$ cat config.mk
export PLATFORM = sky130hd
export DESIGN_NAME = i2c_tx_feeder
export DESIGN_NICKNAME = d
export VERILOG_FILES = /design/src/rtl/i2c_tx_feeder.sv
export SDC_FILE = /design/constraint.sdc
export NUM_CORES = 1
export LEC_CHECK = 0
export BUFFER_PORTS_ARGS = -buffer_cell sky130_fd_sc_hd__buf_2
export CAP_MARGIN = 40
export CORE_MARGIN = 1
export CORE_UTILIZATION = 48
export CTS_CLUSTER_SIZE = 30
export DETAILED_ROUTE_END_ITERATION = 7
export PLACE_DENSITY = 0.7
export RECOVER_POWER = 50
export SLEW_MARGIN = 15
export SYNTH_ARGS = -nofsm -noshare
export SYNTH_HDL_FRONTEND = slang
export SYNTH_SLANG_ARGS = --single-unit
$ cat constraint.sdc
create_clock -name clk -period 4.33 [get_ports clk]
set_clock_uncertainty 0.1 [all_clocks]
set_input_delay 0.433 -clock clk [delete_from_list [all_inputs] [get_ports clk]]
set_output_delay 0.433 -clock clk [all_outputs]
set_load 0.02 [all_outputs]
$ cat src/rtl/i2c_tx_feeder.sv
// i2c_tx_feeder: FIFO-buffered byte sequencer that frames transfers for i2c_tx.
// Optional watchdog abort is enabled by defining I2C_TX_FEEDER_TIMEOUT_EN.
module i2c_tx_feeder #(
   parameter int DEPTH   = 8,
   parameter int CNT_W   = 8,
   parameter int TIMEOUT = 4096
) (
   input  logic             clk,
   input  logic             rst,
   input  logic [7:0]       wr_data,
   input  logic             wr_last,
   input  logic             wr_valid,
   output logic             wr_ready,
   output logic             tx,
   output logic [7:0]       data,
   input  logic             data_en,
   input  logic             ack,
   input  logic             ack_en,
   output logic             busy,
   output logic             done,
   output logic             nak,
   output logic             err,
   output logic [CNT_W-1:0] acked
);

   localparam int AW = $clog2(DEPTH);
   localparam logic [AW:0] FULL = (AW+1)'(DEPTH);

   typedef enum logic [2:0] {
      IDLE, LOAD, SHIFT, WAIT_ACK, FLUSH, DONE
   } state_t;

   state_t           state_q, state_d;
   logic [8:0]       mem_q [DEPTH];
   logic [AW-1:0]    wr_ptr_q, wr_ptr_d;
   logic [AW-1:0]    rd_ptr_q, rd_ptr_d;
   logic [AW:0]      cnt_q, cnt_d;
   logic [AW:0]      last_cnt_q, last_cnt_d;
   logic [7:0]       data_q, data_d;
   logic             cur_last_q, cur_last_d;
   logic             nak_pend_q, nak_pend_d;
   logic [CNT_W-1:0] acked_q, acked_d;
   logic             de_q, ae_q, ack_q;
   logic             wr_fire, pop, lc_inc, lc_dec;
   logic             de_rise, de_fall, ae_fall;
   logic [8:0]       head;

   assign wr_ready = (cnt_q != FULL);
   assign wr_fire  = wr_valid & wr_ready;
   assign head     = mem_q[rd_ptr_q];
   assign lc_inc   = wr_fire & wr_last;
   assign lc_dec   = pop & head[8];
   assign de_rise  = data_en & ~de_q;
   assign de_fall  = ~data_en & de_q;
   assign ae_fall  = ~ack_en & ae_q;

`ifdef I2C_TX_FEEDER_TIMEOUT_EN
   localparam int TW = $clog2(TIMEOUT + 1);
   logic [TW-1:0] tmr_q, tmr_d;
   logic          err_pend_q, err_pend_d;
   logic          timed, tmo;

   assign timed = (state_q == LOAD) || (state_q == SHIFT) ||
                  (state_q == WAIT_ACK);
   assign tmo   = timed && (tmr_q == TW'(TIMEOUT - 1));
   assign err   = (state_q == DONE) & err_pend_q;

   always_comb begin
      tmr_d = '0;
      if (timed && state_d == state_q) tmr_d = tmr_q + 1'b1;
   end

   always_ff @(posedge clk) begin
      if (rst) begin
         tmr_q      <= '0;
         err_pend_q <= 1'b0;
      end else begin
         tmr_q      <= tmr_d;
         err_pend_q <= err_pend_d;
      end
   end
`else
   logic unused_timeout;
   assign unused_timeout = (TIMEOUT == 0);
   assign err = 1'b0;
`endif

   always_comb begin
      state_d    = state_q;
      data_d     = data_q;
      cur_last_d = cur_last_q;
      nak_pend_d = nak_pend_q;
      acked_d    = acked_q;
      pop        = 1'b0;
`ifdef I2C_TX_FEEDER_TIMEOUT_EN
      err_pend_d = err_pend_q;
`endif
      unique case (state_q)
         IDLE: begin
            if (last_cnt_q != '0) begin
               pop        = 1'b1;
               data_d     = head[7:0];
               cur_last_d = head[8];
               acked_d    = '0;
               nak_pend_d = 1'b0;
`ifdef I2C_TX_FEEDER_TIMEOUT_EN
               err_pend_d = 1'b0;
`endif
               state_d    = LOAD;
            end
         end
         LOAD:  if (de_rise) state_d = SHIFT;
         SHIFT: if (de_fall) state_d = WAIT_ACK;
         WAIT_ACK: begin
            // ack_q holds the slave's answer from the last ack_en cycle
            if (ae_fall && !ack_q) begin
               if (acked_q != {CNT_W{1'b1}}) acked_d = acked_q + 1'b1;
               if (cur_last_q) begin
                  state_d = DONE;
               end else begin
                  pop        = 1'b1;
                  data_d     = head[7:0];
                  cur_last_d = head[8];
                  state_d    = LOAD;
               end
            end else if (ae_fall) begin
               nak_pend_d = cur_last_q;
               state_d    = cur_last_q ? DONE : FLUSH;
            end
         end
         FLUSH: begin
            pop = 1'b1;
            if (head[8]) begin
               nak_pend_d = 1'b1;
               state_d    = DONE;
            end
         end
         DONE:    state_d = IDLE;
         default: state_d = IDLE;
      endcase
`ifdef I2C_TX_FEEDER_TIMEOUT_EN
      if (tmo && state_d == state_q) begin
         state_d    = cur_last_q ? DONE : FLUSH;
         err_pend_d = 1'b1;
         nak_pend_d = 1'b0;
      end
      if (err_pend_q && state_q == FLUSH) nak_pend_d = 1'b0;
`endif
   end

   always_comb begin
      wr_ptr_d   = wr_fire ? wr_ptr_q + 1'b1 : wr_ptr_q;
      rd_ptr_d   = pop ? rd_ptr_q + 1'b1 : rd_ptr_q;
      cnt_d      = cnt_q;
      last_cnt_d = last_cnt_q;
      if (wr_fire && !pop) cnt_d = cnt_q + 1'b1;
      else if (!wr_fire && pop) cnt_d = cnt_q - 1'b1;
      if (lc_inc && !lc_dec) last_cnt_d = last_cnt_q + 1'b1;
      else if (!lc_inc && lc_dec) last_cnt_d = last_cnt_q - 1'b1;
   end

   always_ff @(posedge clk) begin
      if (wr_fire) mem_q[wr_ptr_q] <= {wr_last, wr_data};
   end

   always_ff @(posedge clk) begin
      if (rst) begin
         state_q    <= IDLE;
         wr_ptr_q   <= '0;
         rd_ptr_q   <= '0;
         cnt_q      <= '0;
         last_cnt_q <= '0;
         data_q     <= 8'hFF;
         cur_last_q <= 1'b0;
         nak_pend_q <= 1'b0;
         acked_q    <= '0;
         de_q       <= 1'b0;
         ae_q       <= 1'b0;
         ack_q      <= 1'b0;
      end else begin
         state_q    <= state_d;
         wr_ptr_q   <= wr_ptr_d;
         rd_ptr_q   <= rd_ptr_d;
         cnt_q      <= cnt_d;
         last_cnt_q <= last_cnt_d;
         data_q     <= data_d;
         cur_last_q <= cur_last_d;
         nak_pend_q <= nak_pend_d;
         acked_q    <= acked_d;
         de_q       <= data_en;
         ae_q       <= ack_en;
         ack_q      <= ack;
      end
   end

   assign busy  = (state_q == LOAD) || (state_q == SHIFT) ||
                  (state_q == WAIT_ACK) || (state_q == FLUSH);
   assign tx    = ~busy;
   assign done  = (state_q == DONE);
   assign nak   = done & nak_pend_q;
   assign data  = data_q;
   assign acked = acked_q;

endmodule
==> summary.md <==
## Global routing
* GR Util All Layers: 0.195
* initial antenna violation count: 0
* fraction of met3 tracks used by global routing: 0.0561
* number of global-route vias before repair: 2902
* met1 layer usage reported by global route: 0.233
* largest net degree at the start of global routing: 31
* global-route wire length before repair: 14600 µm
* grt total ovfl: 0
* global-route met2 utilization: 0.324
* routing layer with the top usage in global route: met2

## Synthesis
* share of flip-flops with an asynchronous set or reset: 0
* Cells after Synth: 340
* Post-Synthesis Mean Instance Area: 14.1 µm²
* dominant combinational cell family by area after synthesis: multiplexers
* number of library cell types mapped by synthesis: 60
* simple-gate share of the synthesized area: 0.111
* Synth Net Count: 366
* adder and majority cell fraction of the synthesized area: 0.0318
* Synth Flop Type: edfxtp_1
* count of flip-flops with a built-in enable after synthesis: 72
* share of cell area taken by muxes after synthesis: 0.125
* post-synthesis compound-gate area fraction: 0.0722
* post-synth design cell area: 4800 µm²
* synthesis-stage register bit count: 113
* number of warnings issued by yosys: 0
* share of the yosys chip area belonging to registers: 0.621
* post-synthesis share of cell area spent on xor and xnor gates: 0.0128

## Critical path
* buffers and inverters on the worst path: 2
* worst-path cell chain: buf_4, mux4_2, mux2i_1, or2_2, ha_1, inv_1, ha_1, a21o_1, a21oi_1, mux2i_1, mux2_2
* reg-to-reg critical path endpoint: last_cnt_q[3]
* data required time at the worst endpoint: 4.64 ns
* reg-to-reg slack, setup: 0.95 ns
* delay contributed by the slowest stage of the critical path: 0.53 ns
* classification of the worst setup path: register to register
* highest net fanout along the worst path: 6
* Worst setup EP type: register
* startpoint types: register
* data arrival at the endpoint of the critical path: 3.69 ns
* crit-path leading delay family: multiplexers
* critical path's slowest cell: dfxtp_1
* Worst Reg2Reg Path Length in Cells: 11

## Clock tree
* total clock buffers created by CTS: 17
* clock root buffer: clkbuf_8
* number of levels in the clock H-tree: 4
* Setup Fix Bufs, Post-CTS: 0
* CTS-repair resized insts: 0
* sink count of the clock tree: 113
* number of buffers inserted by hold repair at cts: 0
* clock slew at reported path FFs: 0.06 ns
* number of buffers on the longest clock path: 2
* CTS tree: built
* clock latency reported for the late side of the worst-skew pair: 0.52 ns

## Power and ir drop
* ratio of total power to cell area: 668 nW/µm²
* switching power as a share of total power: 0.292
* combinational fraction of design power: 0.250
* Switching Power: 0.00112 W
* clock group share of total power: 0.386
* total leakage power: 2.02 nW
* Sequential Power Share: 0.364
* maximum vdd drop: 0.269 mV
* Internal Power: 0.00271 W

## Placed design
* Port-buffer cells: 35
* global placer's final weighted congestion: 0.753
* detailed-placement wirelength estimate: 6240 µm

## Cells and area
* share of the core filled with cells: 0.590
* Layout Area Growth over Synthesis: 19.4%
* fraction of final layout cells with drive strength greater than 1: 0.205
* final layout net count: 413
* most common cell after layout, fill and taps aside: edfxtp_1
* commonest cells after routing, fill and taps aside: 72 x edfxtp_1, 41 x dfxtp_1, 27 x clkbuf_1
* total inserted antenna cells: 0

## Timing
* total count of hold-check failures in the final report: 0
* pins over their slew limit: 0
* f_max: 296 MHz
* Setup violations, final: 0
* time the worst path needs with I/O delays and setup: 3.38 ns
* setup tns final: 0 ns
* setup repair after global routing missed its margin: no
* Rel. slew slack: 0.150
* Tightest Pin Transition: 1.27 ns
* final cycle utilization of the critical path: 0.781

## Floorplan
* effective utilization at floorplan: 0.494
* Chip Height: 102 µm
* I/O pin count: 37
* die boundary width: 102 µm
* placeable core region: 9730 µm²
* die outline area: 10400 µm²
* Std-Cell Rows: 36

## Worst hold path
* worst hold path startpoint: ack
* Worst Hold Path Cells: 2
* class of the tightest hold or removal check: primary input to register
* WHS Endpoint: ack_q

## Outcome
* outcome: finished clean

## Job
* max-capacitance violation count: 0

## Drt
* Pre-Repair DR Iteration Count: 4
* routed wirelength normalized by instance count: 17.2 µm
* ANT nets after route: 0
* total routed wirelength: 9160 µm
* DRC marker count from the first detailed-route iteration: 168
* detail-routed via count per cell: 5.45
* via count: 2904
* post-detailed-route DRC marker count: 0

Yosys cell counts, types with 2 or more instances:
master / count / area share
a2bb2oi_1: 9 / 0.016
nand2_1: 16 / 0.013
buf_1: 2 / 0.0016
nor3b_1: 2 / 0.0031
nor4_1: 2 / 0.0026
nand2b_1: 5 / 0.0065
xnor2_1: 4 / 0.0073
and2_1: 2 / 0.0026
o21ai_1: 2 / 0.0021
or4_1: 4 / 0.0063
dfxtp_1: 41 / 0.17
mux4_2: 18 / 0.084
nor2_1: 25 / 0.020
buf_4: 3 / 0.0047
ha_1: 9 / 0.023
a21boi_1: 2 / 0.0031
nand3_1: 7 / 0.0073
a22o_2: 3 / 0.0063
nor3_1: 11 / 0.011
a21oi_1: 11 / 0.011
nand4_1: 6 / 0.0078
o31ai_1: 2 / 0.0031
a21o_1: 2 / 0.0031
buf_2: 3 / 0.0031
mux2i_1: 16 / 0.033
fa_1: 2 / 0.0083
o21ai_0: 4 / 0.0042
inv_1: 6 / 0.0047
buf_6: 2 / 0.0047
clkbuf_1: 7 / 0.0055
nor2b_1: 7 / 0.0091
xor2_1: 3 / 0.0055
mux2_2: 3 / 0.0070
edfxtp_1: 72 / 0.45
and4b_1: 2 / 0.0042
final cells by class:
type / instances / area, µm²
Fill cell: 791 / 3990
Clock buffer: 18 / 418
Clock inverter: 14 / 211
Tap cell: 133 / 166
Sequential cell: 113 / 2980
Inverter: 6 / 22.5
Timing Repair Buffer: 46 / 225
Multi-Input combinational cell: 203 / 1710
routing by layer:
metal / part of all wire / vias to the layer above
met5: 0 / -
met4: 0.017 / 0
met3: 0.042 / 13
met2: 0.49 / 62
met1: 0.45 / 1431
li1: - / 1398
stage by stage:
step           worst slack (ns)  hold WS, ns  area, µm²  total power (W)  cells
3_5_place_dp              0.937        0.374       5150          0.00239    501
6_report                  0.948       0.0326       5740          0.00383    533
2_1_floorplan              1.23        0.339       4800          0.00216    340
4_1_cts                   0.918       0.0115       5780          0.00387    533
5_1_grt                   0.625       0.0161       5740          0.00403    533
3_3_place_gp              0.982        0.369       5100          0.00236    494
kinds of logic after synthesis:
group                    Yosys count
other                              1
adder cells (fa/ha/maj)           11
multiplexers                      37
flip-flops                       113
buffers and inverters             24
XOR/XNOR                           7
AND/OR/NAND/NOR                  100
AO/OA/AOI/OAI                     47
state kept, by name (all words and copies together), names as in the netlist, named ones only:
signal and flops:
wr_ptr_q 3, data 8, mem_q 72, acked 8
last_cnt_q 4, rd_ptr_q 3, state_q 3, de_q 1
nak_pend_q 1, ack_q 1, cur_last_q 1, cnt_q 4
ae_q 1
how the worst max path moves through the flow:
stage,endpoint,cells after the start,start,slack [ns]
after global placement,last_cnt_q[3],12,ack_en,0.98
after global routing,last_cnt_q[3],11,state_q[1],0.63
after CTS,last_cnt_q[3],11,register,0.92
after floorplan,last_cnt_q[3],11,ack_en,1.23
after detailed placement,last_cnt_q[3],12,ack_en,0.94
final,last_cnt_q[3],11,register,0.95
power by group through the flow:
stage / Combinational (W) / Sequential, W / Clock (W)
after floorplan: 0.000745 / 0.00142 / 0
after global placement: 0.000955 / 0.00141 / 0
after detailed placement: 0.000974 / 0.00141 / 0
after CTS: 0.000982 / 0.00139 / 0.00150
after global routing: 0.00107 / 0.00142 / 0.00154
final: 0.000958 / 0.00140 / 0.00148
No activity file was read; power rests on OpenSTA's default activity.
